==> src/rtl/router_pkg.sv <==
`default_nettype none
// ============================================================================
//  Module      : router_pkg
//  Description : Shared constants and types for the 1x3 router sync
//                controller (port count, invalid address code, timeout
//                length and the destination address type).
//  Revision    : 1.0 - initial release
// ============================================================================
package router_pkg;

    localparam int NUM_PORTS      = 3;
    localparam int TIMEOUT_CYCLES = 30;
    localparam int CNT_W          = 5;

    // Destination address carried in header byte [1:0]
    typedef logic [1:0] router_addr_t;

    // Code 3 has no FIFO behind it; packets addressed there are dropped
    localparam router_addr_t ADDR_INVALID = 2'b11;

endpackage : router_pkg
`default_nettype wire

==> src/rtl/router_timeout_ctr.sv <==
`default_nettype none
// ============================================================================
//  Module      : router_timeout_ctr
//  Description : Per-port read-timeout supervisor. Counts consecutive cycles
//                in which the port holds valid data that the destination does
//                not read; after TIMEOUT_CYCLES such cycles it emits a
//                one-cycle soft reset that flushes the port's FIFO.
//  Ports       : clk        - system clock (rising edge)
//                reset      - synchronous active-high reset
//                vld        - port has data (FIFO not empty)
//                rd         - destination read strobe
//                soft_reset - one-cycle FIFO flush pulse
//                sticky     - latched "a flush happened" flag, cleared only
//                             by reset (ROUTER_TIMEOUT_STATUS_EN only)
//  Config      : ROUTER_TIMEOUT_STATUS_EN adds the sticky status output.
//  Revision    : 1.0 - initial release
// ============================================================================
module router_timeout_ctr #(
    parameter int TIMEOUT_CYCLES = 30,
    parameter int CNT_W          = 5    // 2**CNT_W must exceed TIMEOUT_CYCLES
) (
    input  logic clk,
    input  logic reset,
    input  logic vld,
    input  logic rd,
    output logic soft_reset
`ifdef ROUTER_TIMEOUT_STATUS_EN
    ,
    output logic sticky
`endif
);

    localparam logic [CNT_W-1:0] C_CNT_LAST = CNT_W'(TIMEOUT_CYCLES - 1);

    logic [CNT_W-1:0] r_cnt;
    logic             r_soft_reset;
    logic             w_expire;

    // Counter reached the final idle cycle and nothing higher-priority
    // (pulse in progress, not valid, read) intervenes this edge.
    assign w_expire = !r_soft_reset && vld && !rd && (r_cnt == C_CNT_LAST);

    always_ff @(posedge clk) begin
        if (reset) begin
            r_cnt        <= '0;
            r_soft_reset <= 1'b0;
        end else if (r_soft_reset) begin
            // Pulse is always exactly one cycle; the count restarts after it
            r_cnt        <= '0;
            r_soft_reset <= 1'b0;
        end else if (!vld || rd) begin
            r_cnt        <= '0;
            r_soft_reset <= 1'b0;
        end else if (w_expire) begin
            r_cnt        <= '0;
            r_soft_reset <= 1'b1;
        end else begin
            r_cnt        <= r_cnt + 1'b1;
            r_soft_reset <= 1'b0;
        end
    end

    assign soft_reset = r_soft_reset;

`ifdef ROUTER_TIMEOUT_STATUS_EN
    logic r_sticky;

    // Sets on the same edge the flush pulse is raised
    always_ff @(posedge clk) begin
        if (reset) begin
            r_sticky <= 1'b0;
        end else if (w_expire) begin
            r_sticky <= 1'b1;
        end
    end

    assign sticky = r_sticky;
`endif

endmodule : router_timeout_ctr
`default_nettype wire

==> src/rtl/router_sync_ctrl.sv <==
`default_nettype none
// ============================================================================
//  Module      : router_sync_ctrl
//  Description : Steering and supervision controller between the router
//                input FSM and the three output FIFOs. Latches the header
//                destination address, decodes one-hot FIFO write enables,
//                returns the addressed FIFO's full flag, drives per-port
//                valid-out and supervises each port with a read timeout.
//  Ports       : clk            - system clock (rising edge)
//                reset          - synchronous active-high reset
//                detect_add     - header strobe, latch data_in this cycle
//                data_in[1:0]   - destination address from header byte
//                write_enb_reg  - FSM request to write the current byte
//                read_enb[2:0]  - per-port read strobes
//                empty[2:0]     - per-FIFO empty flags
//                full[2:0]      - per-FIFO full flags
//                write_enb[2:0] - one-hot FIFO write enables
//                fifo_full      - full flag of the addressed FIFO
//                vld_out[2:0]   - per-port data valid
//                soft_reset[2:0]- per-FIFO one-cycle flush pulse
//                timeout_sticky[2:0] - per-port latched flush flag
//                                 (ROUTER_TIMEOUT_STATUS_EN only)
//  Config      : ROUTER_TIMEOUT_STATUS_EN adds timeout_sticky.
//  Revision    : 1.0 - initial release
// ============================================================================
module router_sync_ctrl #(
    parameter int NUM_PORTS      = router_pkg::NUM_PORTS,
    parameter int TIMEOUT_CYCLES = router_pkg::TIMEOUT_CYCLES,
    parameter int CNT_W          = router_pkg::CNT_W
) (
    input  logic                 clk,
    input  logic                 reset,
    input  logic                 detect_add,
    input  logic [1:0]           data_in,
    input  logic                 write_enb_reg,
    input  logic [NUM_PORTS-1:0] read_enb,
    input  logic [NUM_PORTS-1:0] empty,
    input  logic [NUM_PORTS-1:0] full,
    output logic [NUM_PORTS-1:0] write_enb,
    output logic                 fifo_full,
    output logic [NUM_PORTS-1:0] vld_out,
    output logic [NUM_PORTS-1:0] soft_reset
`ifdef ROUTER_TIMEOUT_STATUS_EN
    ,
    output logic [NUM_PORTS-1:0] timeout_sticky
`endif
);

    import router_pkg::*;

    router_addr_t         r_addr;
    logic [NUM_PORTS-1:0] w_vld;

    // ------------------------------------------------------------------
    // Destination address latch. A write in the same cycle as detect_add
    // still steers by the previous address.
    // ------------------------------------------------------------------
    always_ff @(posedge clk) begin
        if (reset) begin
            r_addr <= ADDR_INVALID;
        end else if (detect_add) begin
            r_addr <= data_in;
        end
    end

    // ------------------------------------------------------------------
    // Write decode. Not gated by full: the FIFO blocks its own writes.
    // Address 3 matches no port, so nothing is written.
    // ------------------------------------------------------------------
    generate
        for (genvar g = 0; g < NUM_PORTS; g++) begin : g_wr_dec
            assign write_enb[g] = write_enb_reg && (r_addr == router_addr_t'(g));
        end
    endgenerate

    // Full select; invalid address reports not-full so the FSM can
    // drain and drop the packet.
    always_comb begin
        fifo_full = 1'b0;
        for (int i = 0; i < NUM_PORTS; i++) begin
            if (r_addr == router_addr_t'(i)) begin
                fifo_full = full[i];
            end
        end
    end

    assign w_vld   = ~empty;
    assign vld_out = w_vld;

    // ------------------------------------------------------------------
    // Independent per-port read-timeout supervisors
    // ------------------------------------------------------------------
    generate
        for (genvar g = 0; g < NUM_PORTS; g++) begin : g_timeout
            router_timeout_ctr #(
                .TIMEOUT_CYCLES (TIMEOUT_CYCLES),
                .CNT_W          (CNT_W)
            ) u_timeout_ctr (
                .clk        (clk),
                .reset      (reset),
                .vld        (w_vld[g]),
                .rd         (read_enb[g]),
                .soft_reset (soft_reset[g])
`ifdef ROUTER_TIMEOUT_STATUS_EN
                ,
                .sticky     (timeout_sticky[g])
`endif
            );
        end
    endgenerate

endmodule : router_sync_ctrl
`default_nettype wire

==> config.mk <==
export PLATFORM = sky130hd
export DESIGN_NAME = router_sync_ctrl
export DESIGN_NICKNAME = d
export VERILOG_FILES = /design/src/rtl/router_pkg.sv /design/src/rtl/router_timeout_ctr.sv /design/src/rtl/router_sync_ctrl.sv
export SDC_FILE = /design/constraint.sdc
export NUM_CORES = 1
export LEC_CHECK = 0
export CORE_MARGIN = 3
export CORE_UTILIZATION = 52
export CTS_BUF_LIST = sky130_fd_sc_hd__clkbuf_2
export CTS_CLUSTER_SIZE = 8
export DETAILED_ROUTE_END_ITERATION = 16
export PLACE_DENSITY_LB_ADDON = 0.05
export SLEW_MARGIN = 20
export SYNTH_ARGS = -nofsm -noshare
export SYNTH_HDL_FRONTEND = slang
export SYNTH_SLANG_ARGS = --single-unit
==> constraint.sdc <==
create_clock -name clk -period 1.84 [get_ports clk]
set_clock_uncertainty 0.15 [all_clocks]
set_input_delay 0.276 -clock clk [delete_from_list [all_inputs] [get_ports clk]]
set_output_delay 0.276 -clock clk [all_outputs]
set_load 0.03 [all_outputs]
## Word level (Yosys, flattened, before mapping)

Cells that the tools add are included.

- Bits in registers: 20
- Input port bits: 15
- Logic and storage cells: 53

- Add/subtract/negate cells: 3
- Equal/unequal tests: 5
- Mux-type cells: 6
- Bitwise gates (word level): 1
- Reduce and logical (&&, ||, !) cells: 31

Operator list:

| kind | count |
|---|---|
| adder 5 x 1 -> 5 bit, second input constant | 3 |
| == test 5 bit, second input constant | 3 |
| logical AND 1 bit | 12 |
| OR reduction 4 bit | 3 |
| zero test 1 bit | 9 |
| OR reduction 3 bit | 3 |
| 2-to-1 mux 1 bit | 6 |
| logical OR 1 bit | 3 |
| inverter 3 bit | 1 |
| == test 2 x 1 -> 1 bit, second input constant | 1 |
| == test 2 bit, second input constant | 1 |
| zero test 2 bit | 1 |

## Longest topological paths before layout

- Depth after elaboration: 5
- Depth in mapped cells: 5

## By module

Synthesis repeated with hierarchy kept, for this count alone.

- Cells, all modules: 84
- Area, all modules: 844.6 um^2

By module, submodules not included:

| module | times used | cells an instance | area each (um^2) | seq. area each (um^2) |
|---|---|---|---|---|
| router_timeout_ctr | 3 | 23 | 237.7 | 120.1 |
| router_sync_ctrl | 1 | 15 | 131.4 | 40.0 |

## Worst setup path before layout

OpenSTA, ideal clock, no wires.

- Kind: reg-to-output
- Start point: register r_addr[0]
- End point: output port fifo_full
- Arrival: 1135 ps
- Path slack: 279 ps
- Stages on the path, launching flop included: 3
- Path through: dfxtp_1 -> mux2i_1 -> o21ai_0

- Longest elaborated chain between the ends: 4
- Elaborated cells on any way between the ends: 6

Ends and longest elaborated chain:

| item | line | source |
|---|---|---|
| start, declared | router_sync_ctrl.sv:51 | `router_addr_t r_addr;` |
| start signal, assigned | router_sync_ctrl.sv:62 | `r_addr <= data_in;` |
| zero test 2 bit | router_sync_ctrl.sv:81 | `if (r_addr == router_addr_t'(i)) begin` |
| 2-to-1 mux 1 bit (2 in a row) | router_sync_ctrl.sv:81 |  |
| 2-to-1 mux 1 bit * | router_sync_ctrl.sv:81 |  |
| end, declared | router_sync_ctrl.sv:40 | `output logic fifo_full,` |

Every way passes the cells marked *; elsewhere a longest branch is shown, timed or not.

## Final worst setup path

Ends and elaborated chain as after synthesis.

==> metrics.md <==
| Metric | Value |
|---|---|
| Status | `finished, final reports clean` |
| CTS H-tree depth | `1` |
| Initial cell density of the core | `56.9%` |
| Final wirelength | `1490 um` |
| Startpoint types | `register` |
| Largest net degree at the start of global routing | `13` |
| Die Y-Extent | `47.1 um` |
| Hold Path Class | `register to register` |
| Mapped Cells | `91` |
| Most common cell in the synthesized netlist | `dfxtp_1` |
| Non-filler instance count after layout | `129` |
| Total GRT Usage | `16.4%` |
| MaxCap Viol Count | `0` |
| Max Freq | `0.597 GHz` |
| Total die area | `0.00222 mm2` |
| Port bufs | `24` |
| Post-route minimum period | `1670 ps` |
| CTS tree | `done` |
| Dpl hpwl | `1230 um` |
| Synth Cell Area | `877 um2` |
| Type of destination of the critical path | `output pin` |
| Post-CTS setup buffer count | `0` |
| Avg Cell Area, Syn | `9.64 um2` |
| Data required, critical path | `1410 ps` |
| Std-Cell Rows | `14` |
| Routability Congestion | `0.649` |
| Worst Tran Pin Value | `329 ps` |
| Top Ports | `25` |
| Total CTS buffers | `3` |
| Syn Nets | `112` |
| Main area contributors after synthesis | `dfxtp_1 46%, ha_1 8.6%, nor2_1 7.7%` |
| # diodes | `0` |
| R2r setup slk | `470 ps` |
| Seq/Total Area, Yosys | `45.6%` |
| Setup Viol. Count Final | `0` |
| Leak | `0.528 nW` |
| Setup CP Type | `register to output pin` |
| Worst Path Max Fanout | `6` |
| Number of antenna violations at the first check in global routing | `0` |
| Area growth syn-to-layout | `28.5%` |
| Worst vdd ir | `0.511 mV` |
| Yosys warning count | `0` |
| Clk pin slew, worst setup/hold paths | `190 ps` |
| Post-CTS Hold Buffers | `0` |
| CTS max path bufs | `2` |
| Die X-Extent | `47.1 um` |
| Top cells by count, synth | `20 x dfxtp_1, 18 x nor2_1` |
| Number of DRC markers in iteration 0 | `2` |
| Power per cell area | `755 mW/mm2` |
| Async SR Flop Fraction | `0%` |
| Clock root buffer | `clkbuf_2` |
| # fillers | `130` |
| Flops & latches, synth | `20` |
| Layout cell share with drive strength beyond 1 | `13.3%` |
| RSZ-0062 raised after global routing | `no` |
| Placed cell count | `125` |
| First-pass GRT wire length | `2390 um` |
| Hold Vio Cnt, Final | `0` |
| Setup TNS | `0 ps` |
| Post_cts resized | `0` |
| Slew Limit Fails | `0` |
| Vias/cell | `4.91` |
| Drt wl/cell | `11.6 um` |
| Final antenna-violating net count | `0` |
| Area leader, netlist | `dfxtp_1` |
| Vias in the first global route | `578` |
| Post-synth EDFFs | `0` |
| Clk_lat worst skew | `300 ps` |
| DR pass1 iterations | `6` |
| Post-route DRC | `0` |
| Final-stage net count | `135` |
| Period utilisation layout | `91.0%` |
| Arrival time worst endpoint | `1250 ps` |
| Area share of the leading cell type in the synthesized netlist | `45.6%` |
| Core ar. | `0.00154 mm2` |
| CTS sink count | `20` |
| Unique masters post-synth | `20` |
| Worst slew margin | `78.0%` |
| Vias | `633` |
| Power Total | `0.000851 W` |
| Grt ovf | `0` |
| Most common flop cell mapped by yosys | `dfxtp_1` |
-- worst max-delay path, stage by stage (launching register included) --
cell and delay [ps]:
dfxtp_1 460, mux2i_1 210, o21ai_0 100, buf_4 180
-- final cells by class --
type	count	area, um2	share of cell area, %
Clock inverter	1	30.0	2.66
Inverter	6	22.5	2.00
Sequential cell	20	400	35.5
Clock buffer	3	15.0	1.33
Tap cell	16	20.0	1.78
Timing Repair Buffer	24	230	20.4
Multi-Input combinational cell	59	409	36.3
-- where the power goes --
part,internal [W],total [W],switching [W]
registers,0.000440,0.000448,0.00000790
clock network,0.000188,0.000315,0.000127
logic,0.0000511,0.0000882,0.0000371
-- flip-flops by register name, indices dropped and copies added (netlist names) --
signal / flops
g_timeout.u_timeout_ctr.r_cnt: 15
g_timeout.u_timeout_ctr.soft_reset: 3
r_addr: 2
-- through the flow --
step                worst slack (ps)  cell area [um2]  hold slack, ps  utilization, %
global route                    48.3             1130             349            73.1
finish                           166             1130             348            73.1
detailed placement              53.0             1070             315            69.7
floorplan                        279              877             225               -
CTS                             32.6             1120             349            72.6
global placement                 123             1070             300            69.7
-- logic make-up (layout without fill, tap and decap cells) --
| group | after synthesis | in the layout | share of synthesized area (%) |
|---|---|---|---|
| XOR/XNOR | 9 | 9 | 8.99 |
| flip-flops | 20 | 20 | 45.6 |
| adder cells (fa/ha/maj) | 6 | 6 | 8.56 |
| multiplexers | 1 | 1 | 1.14 |
| AO/OA/AOI/OAI | 3 | 3 | 2.57 |
| buffers and inverters | 12 | 34 | 7.70 |
| AND/OR/NAND/NOR | 40 | 40 | 25.4 |
-- worst paths after layout --
path	from	endpoint	cells after the start
setup / recovery	r_addr[0]	fifo_full	3
hold / removal	g_timeout[0].u_timeout_ctr.r_cnt[0]	g_timeout[0].u_timeout_ctr.r_cnt[0]	1
hold reg to reg	g_timeout[0].u_timeout_ctr.r_cnt[0]	g_timeout[0].u_timeout_ctr.r_cnt[0]	1
setup reg to reg	g_timeout[2].u_timeout_ctr.soft_reset	g_timeout[2].u_timeout_ctr.r_cnt[2]	3
-- routing by layer --
layer | track usage [%] | share of wire, % | up-vias
li1 | - | - | 337
met5 | 0 | 0 | -
met4 | 8.29 | 1.3 | 0
met3 | 7.28 | 5.8 | 2
met1 | 17.1 | 42 | 280
met2 | 27.9 | 50 | 14
-- cell usage in the layout, fill, tap and decap left out, drive strengths merged --
cell and count:
and3b 1, a211o 2, nand4 3, clkbuf 3, nand3 6, o21ai 1, bufinv 1, dfxtp 20
nand2 2, inv 6, ha 6, nor3b 1, or4 2, nor2b 3, nor4 1, xnor2 3
mux2i 1, nand2b 2, dlymetal6s2s 3, xor2 6, nor2 18, clkdlybuf4s50 14, nand3b 1, buf 7
Power figures use the tool's default switching activity.
